--- src/rtl/stopwatch_ctrl.sv ---
// Stopwatch control: start/stop/clear/lap FSM, BCD mm:ss.cc counter and divider control.
// Optional lap hold (LAP state + lap capture register) enabled by defining STOPWATCH_LAP_HOLD_EN.
module stopwatch_ctrl #(
    parameter int nBit       = 32'd18,
    parameter int LIMIT_NORM = 32'd124999,
    parameter int LIMIT_FAST = 32'd12499
) (
    input  logic            clk_base,
    input  logic            reset,
    input  logic            btn_ss,
    input  logic            btn_clr,
    input  logic            btn_lap,
    input  logic            fast,
    input  logic            tick_in,
    output logic            run_en,
    output logic            div_reset,
    output logic [nBit-1:0] limit,
    output logic [1:0]      state,
    output logic [7:0]      disp_min,
    output logic [7:0]      disp_sec,
    output logic [7:0]      disp_cs,
    output logic            overflow
);

    typedef enum logic [1:0] {
        ST_IDLE  = 2'b00,
        ST_RUN   = 2'b01,
        ST_PAUSE = 2'b10,
        ST_LAP   = 2'b11
    } state_t;

    localparam logic [nBit-1:0] LIM_NORM_C = nBit'(LIMIT_NORM);
    localparam logic [nBit-1:0] LIM_FAST_C = nBit'(LIMIT_FAST);

    // Count layout is {min_hi, min_lo, sec_hi, sec_lo, cs_hi, cs_lo}; returns {wrap, next}.
    function automatic logic [24:0] bcd_inc(input logic [23:0] cnt);
        logic [23:0] res;
        logic        carry;
        logic [3:0]  top;
        res   = cnt;
        carry = 1'b1;
        for (int i = 0; i < 6; i++) begin
            top = ((i == 3) || (i == 5)) ? 4'd5 : 4'd9;
            if (carry) begin
                if (res[i*4 +: 4] == top) begin
                    res[i*4 +: 4] = 4'd0;
                end else begin
                    res[i*4 +: 4] = res[i*4 +: 4] + 4'd1;
                    carry         = 1'b0;
                end
            end else begin
                res[i*4 +: 4] = res[i*4 +: 4];
            end
        end
        return {carry, res};
    endfunction

    state_t            state_r, state_s;
    logic              ss_q_r, clr_q_r, lap_q_r, tick_q_r;
    logic              ss_p_s, clr_p_s, lap_p_s, tick_p_s;
    logic [23:0]       count_r, count_s, inc_s, disp_r, disp_s;
    logic              wrap_s;
    logic              overflow_r, overflow_s;
    logic              run_en_r, run_en_s;
    logic              div_reset_r, div_reset_s;
    logic [nBit-1:0]   limit_r, limit_s;
    logic              running_s;

    assign ss_p_s    = btn_ss  & ~ss_q_r;
    assign clr_p_s   = btn_clr & ~clr_q_r;
    assign lap_p_s   = btn_lap & ~lap_q_r;
    assign tick_p_s  = tick_in & ~tick_q_r;
    assign running_s = (state_r == ST_RUN) || (state_r == ST_LAP);
    assign {wrap_s, inc_s} = bcd_inc(count_r);

`ifdef STOPWATCH_LAP_HOLD_EN
    logic [23:0] lap_r, lap_s;

    // Lap capture register, frozen while the display is held.
    always_ff @(posedge clk_base) begin
        if (reset) begin
            lap_r <= 24'h000000;
        end else begin
            lap_r <= lap_s;
        end
    end
`endif

    // Next-state, counter, divider-control and display computation.
    always_comb begin
        state_s     = state_r;
        count_s     = count_r;
        overflow_s  = overflow_r;
        div_reset_s = 1'b0;
`ifdef STOPWATCH_LAP_HOLD_EN
        lap_s       = lap_r;
`endif
        if (state_r == ST_IDLE) begin
            limit_s = fast ? LIM_FAST_C : LIM_NORM_C;
        end else begin
            limit_s = limit_r;
        end

        if (clr_p_s && ((state_r == ST_IDLE) || (state_r == ST_PAUSE))) begin
            state_s     = ST_IDLE;
            count_s     = 24'h000000;
            overflow_s  = 1'b0;
            div_reset_s = 1'b1;
        end else if (ss_p_s) begin
            case (state_r)
                ST_IDLE:  state_s = ST_RUN;
                ST_PAUSE: state_s = ST_RUN;
                ST_RUN:   state_s = ST_PAUSE;
                ST_LAP:   state_s = ST_PAUSE;
                default:  state_s = ST_IDLE;
            endcase
`ifdef STOPWATCH_LAP_HOLD_EN
        end else if (lap_p_s && running_s) begin
            if (state_r == ST_RUN) begin
                state_s = ST_LAP;
                lap_s   = count_r;
            end else begin
                state_s = ST_RUN;
            end
`endif
        end else if (tick_p_s && running_s) begin
            count_s    = inc_s;
            overflow_s = overflow_r | wrap_s;
        end else begin
            count_s = count_r;
        end

        run_en_s = (state_s == ST_RUN) || (state_s == ST_LAP);
`ifdef STOPWATCH_LAP_HOLD_EN
        disp_s = (state_s == ST_LAP) ? lap_s : count_s;
`else
        disp_s = count_s;
`endif
    end

`ifndef STOPWATCH_LAP_HOLD_EN
    logic unused_lap_s;
    assign unused_lap_s = lap_p_s;
`endif

    // State, edge-detect copies and all output registers.
    always_ff @(posedge clk_base) begin
        if (reset) begin
            state_r     <= ST_IDLE;
            ss_q_r      <= 1'b0;
            clr_q_r     <= 1'b0;
            lap_q_r     <= 1'b0;
            tick_q_r    <= 1'b0;
            count_r     <= 24'h000000;
            disp_r      <= 24'h000000;
            overflow_r  <= 1'b0;
            run_en_r    <= 1'b0;
            div_reset_r <= 1'b0;
            limit_r     <= LIM_NORM_C;
        end else begin
            state_r     <= state_s;
            ss_q_r      <= btn_ss;
            clr_q_r     <= btn_clr;
            lap_q_r     <= btn_lap;
            tick_q_r    <= tick_in;
            count_r     <= count_s;
            disp_r      <= disp_s;
            overflow_r  <= overflow_s;
            run_en_r    <= run_en_s;
            div_reset_r <= div_reset_s;
            limit_r     <= limit_s;
        end
    end

    assign state     = state_r;
    assign run_en    = run_en_r;
    assign div_reset = div_reset_r;
    assign limit     = limit_r;
    assign overflow  = overflow_r;
    assign disp_min  = disp_r[23:16];
    assign disp_sec  = disp_r[15:8];
    assign disp_cs   = disp_r[7:0];

endmodule

--- config.mk ---
export PLATFORM = sky130hd
export DESIGN_NAME = stopwatch_ctrl
export DESIGN_NICKNAME = d
export VERILOG_FILES = /design/src/rtl/stopwatch_ctrl.sv
export SDC_FILE = /design/constraint.sdc
export NUM_CORES = 1
export LEC_CHECK = 0
export CORE_MARGIN = 4
export CORE_UTILIZATION = 42
export DETAILED_ROUTE_END_ITERATION = 10
export PLACE_DENSITY = 0.76
export SLEW_MARGIN = 10
export SYNTH_ARGS = -nofsm -noshare
export SYNTH_HDL_FRONTEND = slang
export SYNTH_SLANG_ARGS = --single-unit
export TNS_END_PERCENT = 1
--- constraint.sdc ---
create_clock -name clk_base -period 1.6 [get_ports clk_base]
set_input_delay 0.48 -clock clk_base [delete_from_list [all_inputs] [get_ports clk_base]]
set_output_delay 0.48 -clock clk_base [all_outputs]
set_load 0.01 [all_outputs]
# Word-level counts from Yosys, hierarchy flattened
# Cells that the tools add are included.
# Widths: inputs -> output; s select.
# totals
register_bits	50
output_inout_bits	47
elab_cells	76
in_bits	7
# op_classes
add_sub_neg	6
muxes	22
bitwise	8
eq_ne	11
reduce_logical	15
# op_table
cell	n
$add 4x1->4 const B	6
$mux 4	6
$mux 17	1
$eq 4x4->1 const B	4
$reduce_and 3->1	5
$mux 1	12
$eq 4x3->1 const B	2
$eq 2x2->1 const B	3
$reduce_or 2->1	3
$eq 2x1->1 const B	2
$mux 2	2
$not 1->1	4
$pmux 2 s2	1
$and 1x1->1	3
$logic_or 1x1->1	3
$logic_and 1x1->1	2
$logic_not 2->1	1
$reduce_and 2->1	1
$or 1x1->1	1

# Depth between registers and ports, before layout
# depth
ltp_word	8
depth_mapped	7
depth_no_buf	4

# Worst setup path after synthesis
# OpenSTA, ideal clock, no wires.
# synth_path
path_kind	reg-to-reg
from	reg state_r[0] (netlist: state[0])
to	reg disp_r[13]
synth_period_minus_slack_ns	1.701
path_buffers	2
setup_slack_ns	-0.101
setup_ns	0.071
t_required_ns	1.529
arrival_ns	1.630
stages_incl_launch_ff	7
path_cell_list	dfxtp_1 > buf_6 > and4b_4 > nand4_4 > buf_6 > or4_1 > a21oi_1
# synth_via
elab_chain_len	4
word_cells_on_any_way	10
cone_classes	eq/ne: 3; reduce/logical: 7
# synth_lines
element	line_no	source
start: declaration	58	state_t state_r, state_s;
start signal: assignment	161	state_r <= state_s;
$eq 2x1->1 (tied with other cells)	73	assign running_s = (state_r == ST_RUN) || (state_r == ST_LAP);
$logic_or 1x1->1 (on tied branches)	73, 104	
$logic_and 1x1->1 (on tied branches)	126, 104	
$reduce_and 3->1 (no source line) / $reduce_or 2->1 (equally long branches)	--	
end signal: assignment	167	disp_r <= disp_s;
end: declaration	61	logic [23:0] count_r, count_s, inc_s, disp_r, disp_s;
# Parallel ways exist; a longest one is shown, timed or not.
# A chain may end at the register's enable or synchronous reset.

==> metrics.yaml <==
drt-wirelength-per-cell_um: 13.9
ant_nets: 0
ys.flop_type: "dfxtp_1"
synth_common_cells: "dfxtp_1, a21oi_1, buf_4, nor2b_1, nand2_1"
yosysMostFrequentCell: "dfxtp_1"
p_sw_uw: 424
postCtsHoldBufs: 0
min-delay-start: "overflow"
crit_type: "flop to flop"
final_nets: 283
crit_arrival_ps: 1830
status: "completed"
cts_max_level: 2
syn_to_final_growth_pct: 47.3
dr.pass1.iters: 4
switching_share_pct: 24.8
p_int_mw: 1.28
antenna_found_initial: 0
rows: 23
vdd_drop_max_mv: 0.507
setup_violations: 0
start_util_pct: 43.7
synth.area.top_cells: "dfxtp_1, buf_4, a21oi_1, nor2b_1, o31ai_1"
cp-end-kind: "flop"
r2r_start: "disp_r[10]"
r2r_end: "disp_r[22]"
first_global_vias: 1657
p_clk_share_pct: 39.5
rr_worst_depth: 4
nFillCells: 352
startpoint_type: "flop"
via_per_inst: 5.28
synth.distinct_cells: 48
drv_slew: 0
routed_wl_um: 4530
synth_warnings: 0
grt_max_degree: 11
gr-total-overflow: 0
cp_slowest_stage_delay_ps: 530
yosysTopAreaCell: "dfxtp_1"
hpwl_um: 3050
die_y_um: 72.5
gr-usage-all-layers_pct: 18.4
cts_sinks: 34
netlist_area_mm2: 0.00175
cts_tree: "done"
yosysSeqAreaShare_pct: 38.9
gp_congestion: 0.792
post-route-min-period_ps: 1600
final_util_pct: 64.4
rsz0062_at_grt: "yes"
drt_iter0_drc: 86
comb_power_share_pct: 9.5
maxCapViolations: 0
drc: 0
holdPathStages: 1
dr_total_vias: 1728
die_w_um: 72.5
synth.ff_latch_count: 34
avgSynthCellArea_um2: 8.92
cts-buffers-inserted: 5
cts_buffer_depth: 2
final_hold_viol_count: 0
path_max_fanout: 6
path_cells: "and4bb_4 > nand4_2 > or4b_1 > a21oi_1"
leakage_nw: 1.11
final_layout_size_suffix_gt1_share_pct: 28.5
power_frac_seq_pct: 51.0
synth-edff-count: 0
path_buf_inv: 0
fmax_mhz: 625
final.setup.tns_ps: 0
die_area_mm2: 0.00526
numPortBuffers: 42
clk_pin_slew_worst_paths_ps: 70
p_per_area_mw_per_mm2: 663
syn_inst: 196
fp.coreArea_mm2: 0.00400
clock_skew_ps: 2.63
grt_pass1_wl_um: 7560
synth_top_cell_area_share_pct: 38.9
async_flop_share_pct: 0
rrSetupSlack_ps: 0.5
cp_slowest_cell: "or4b_1"
clockRootBuffer: "clkbuf_8"
critical-path-top-delay-family: "simple AND/OR/NAND/NOR gates"
min_to: "overflow"
required_ps: 1830
hp-class: "flop to flop"
antennaDiodeCount: 0
clk_latency_ps: 300
ioPinCount: 54
period_share_pct: 100
[cell families (layout without fill, tap and decap cells)]
logic type	Yosys count	after routing	synth area share, %
and+or+nand+nor	76	78	30.3
AOI/OAI and AO/OA	50	50	17.6
DFF	34	34	38.9
buffers and inverters	30	101	10.8
xor gates and xnor gates	4	4	2.00
other	2	10	0.429
[power groups by stage]
stage | Sequential, mW | Combinational [mW] | Clock (mW)
after floorplan | 0.896 | 0.106 | 0
after global placement | 0.890 | 0.172 | 0
after detailed placement | 0.891 | 0.175 | 0
after CTS | 0.871 | 0.161 | 0.684
after global routing | 0.873 | 0.179 | 0.727
final | 0.871 | 0.163 | 0.675
[worst max path at each step]
stage          slack (ps)  cells past startpoint          to        from
4_1_cts              -100                      5    overflow   disp_r[2]
3_5_place_dp         -630                      5  disp_r[23]     tick_in
6_report              0.5                      4  disp_r[22]  disp_r[10]
3_3_place_gp         -590                      5  disp_r[21]     tick_in
5_1_grt              -100                      5   disp_r[6]    tick_q_r
2_1_floorplan         -20                      5  disp_r[15]     tick_in
[what timing repair did]
item                       in CTS  in global routing
pin swaps                      11                  5
cloned                          2                  0
setup buffers                   3                  1
gates resized for setup        48                 11
setup endpoints to repair      59                 19
[metrics by stage]
stage	total power [mW]	cells	hold WS [ps]	cell area, um2	worst slack, ps
final	1.71	327	466	2580	0.541
after global routing	1.78	327	484	2580	-96.8
after CTS	1.72	326	473	2520	-95.4
after detailed placement	1.07	313	461	2400	-629
after global placement	1.06	313	453	2400	-590
after floorplan	1.00	204	502	1780	-23.2
[sequential cells by signal (all words and copies together) (netlist names)]
name and cells:
clr_q_r 1, disp_r 24, div_reset 1, limit 2, overflow 1, run_en 1
ss_q_r 1, state 2, tick_q_r 1
[cells in the final DEF, fill, tap and decap left out, drive strengths merged, types with 3 or more instances in the layout]
cell           count
a21oi             21
nand4b             4
buf               44
or4                8
and3               3
o21ai             10
nand3              3
clkbuf             7
nand2             11
inv                7
dfxtp             34
clkdlybuf4s50      3
nor2               7
nor2b             14
conb              10
dlygate4sd2       39
o31ai             10
nand4              6
and4bb             3
[layout make-up]
cell class	count	area, um2	share of cell area, %
clock buffer	7	86.3	3.35
clock inverter	1	5.00	0.194
inverter	7	26.3	1.02
multi-input combinational	142	985	38.2
sequential	34	693	26.9
tap	50	62.6	2.43
timing repair buffer	86	718	27.9
[layer usage]
layer / share of wire (%) / vias to the layer above / track usage [%] / routed length [um]
met3: 7.2 / 13 / 6.09 / 324
li1: - / 858 / - / -
met1: 44 / 796 / 23.2 / 1990
met5: 0 / - / 0 / 0
met2: 47 / 61 / 29.5 / 2120
met4: 2.2 / 0 / 6.56 / 98
(Power assumes the default switching activity.)
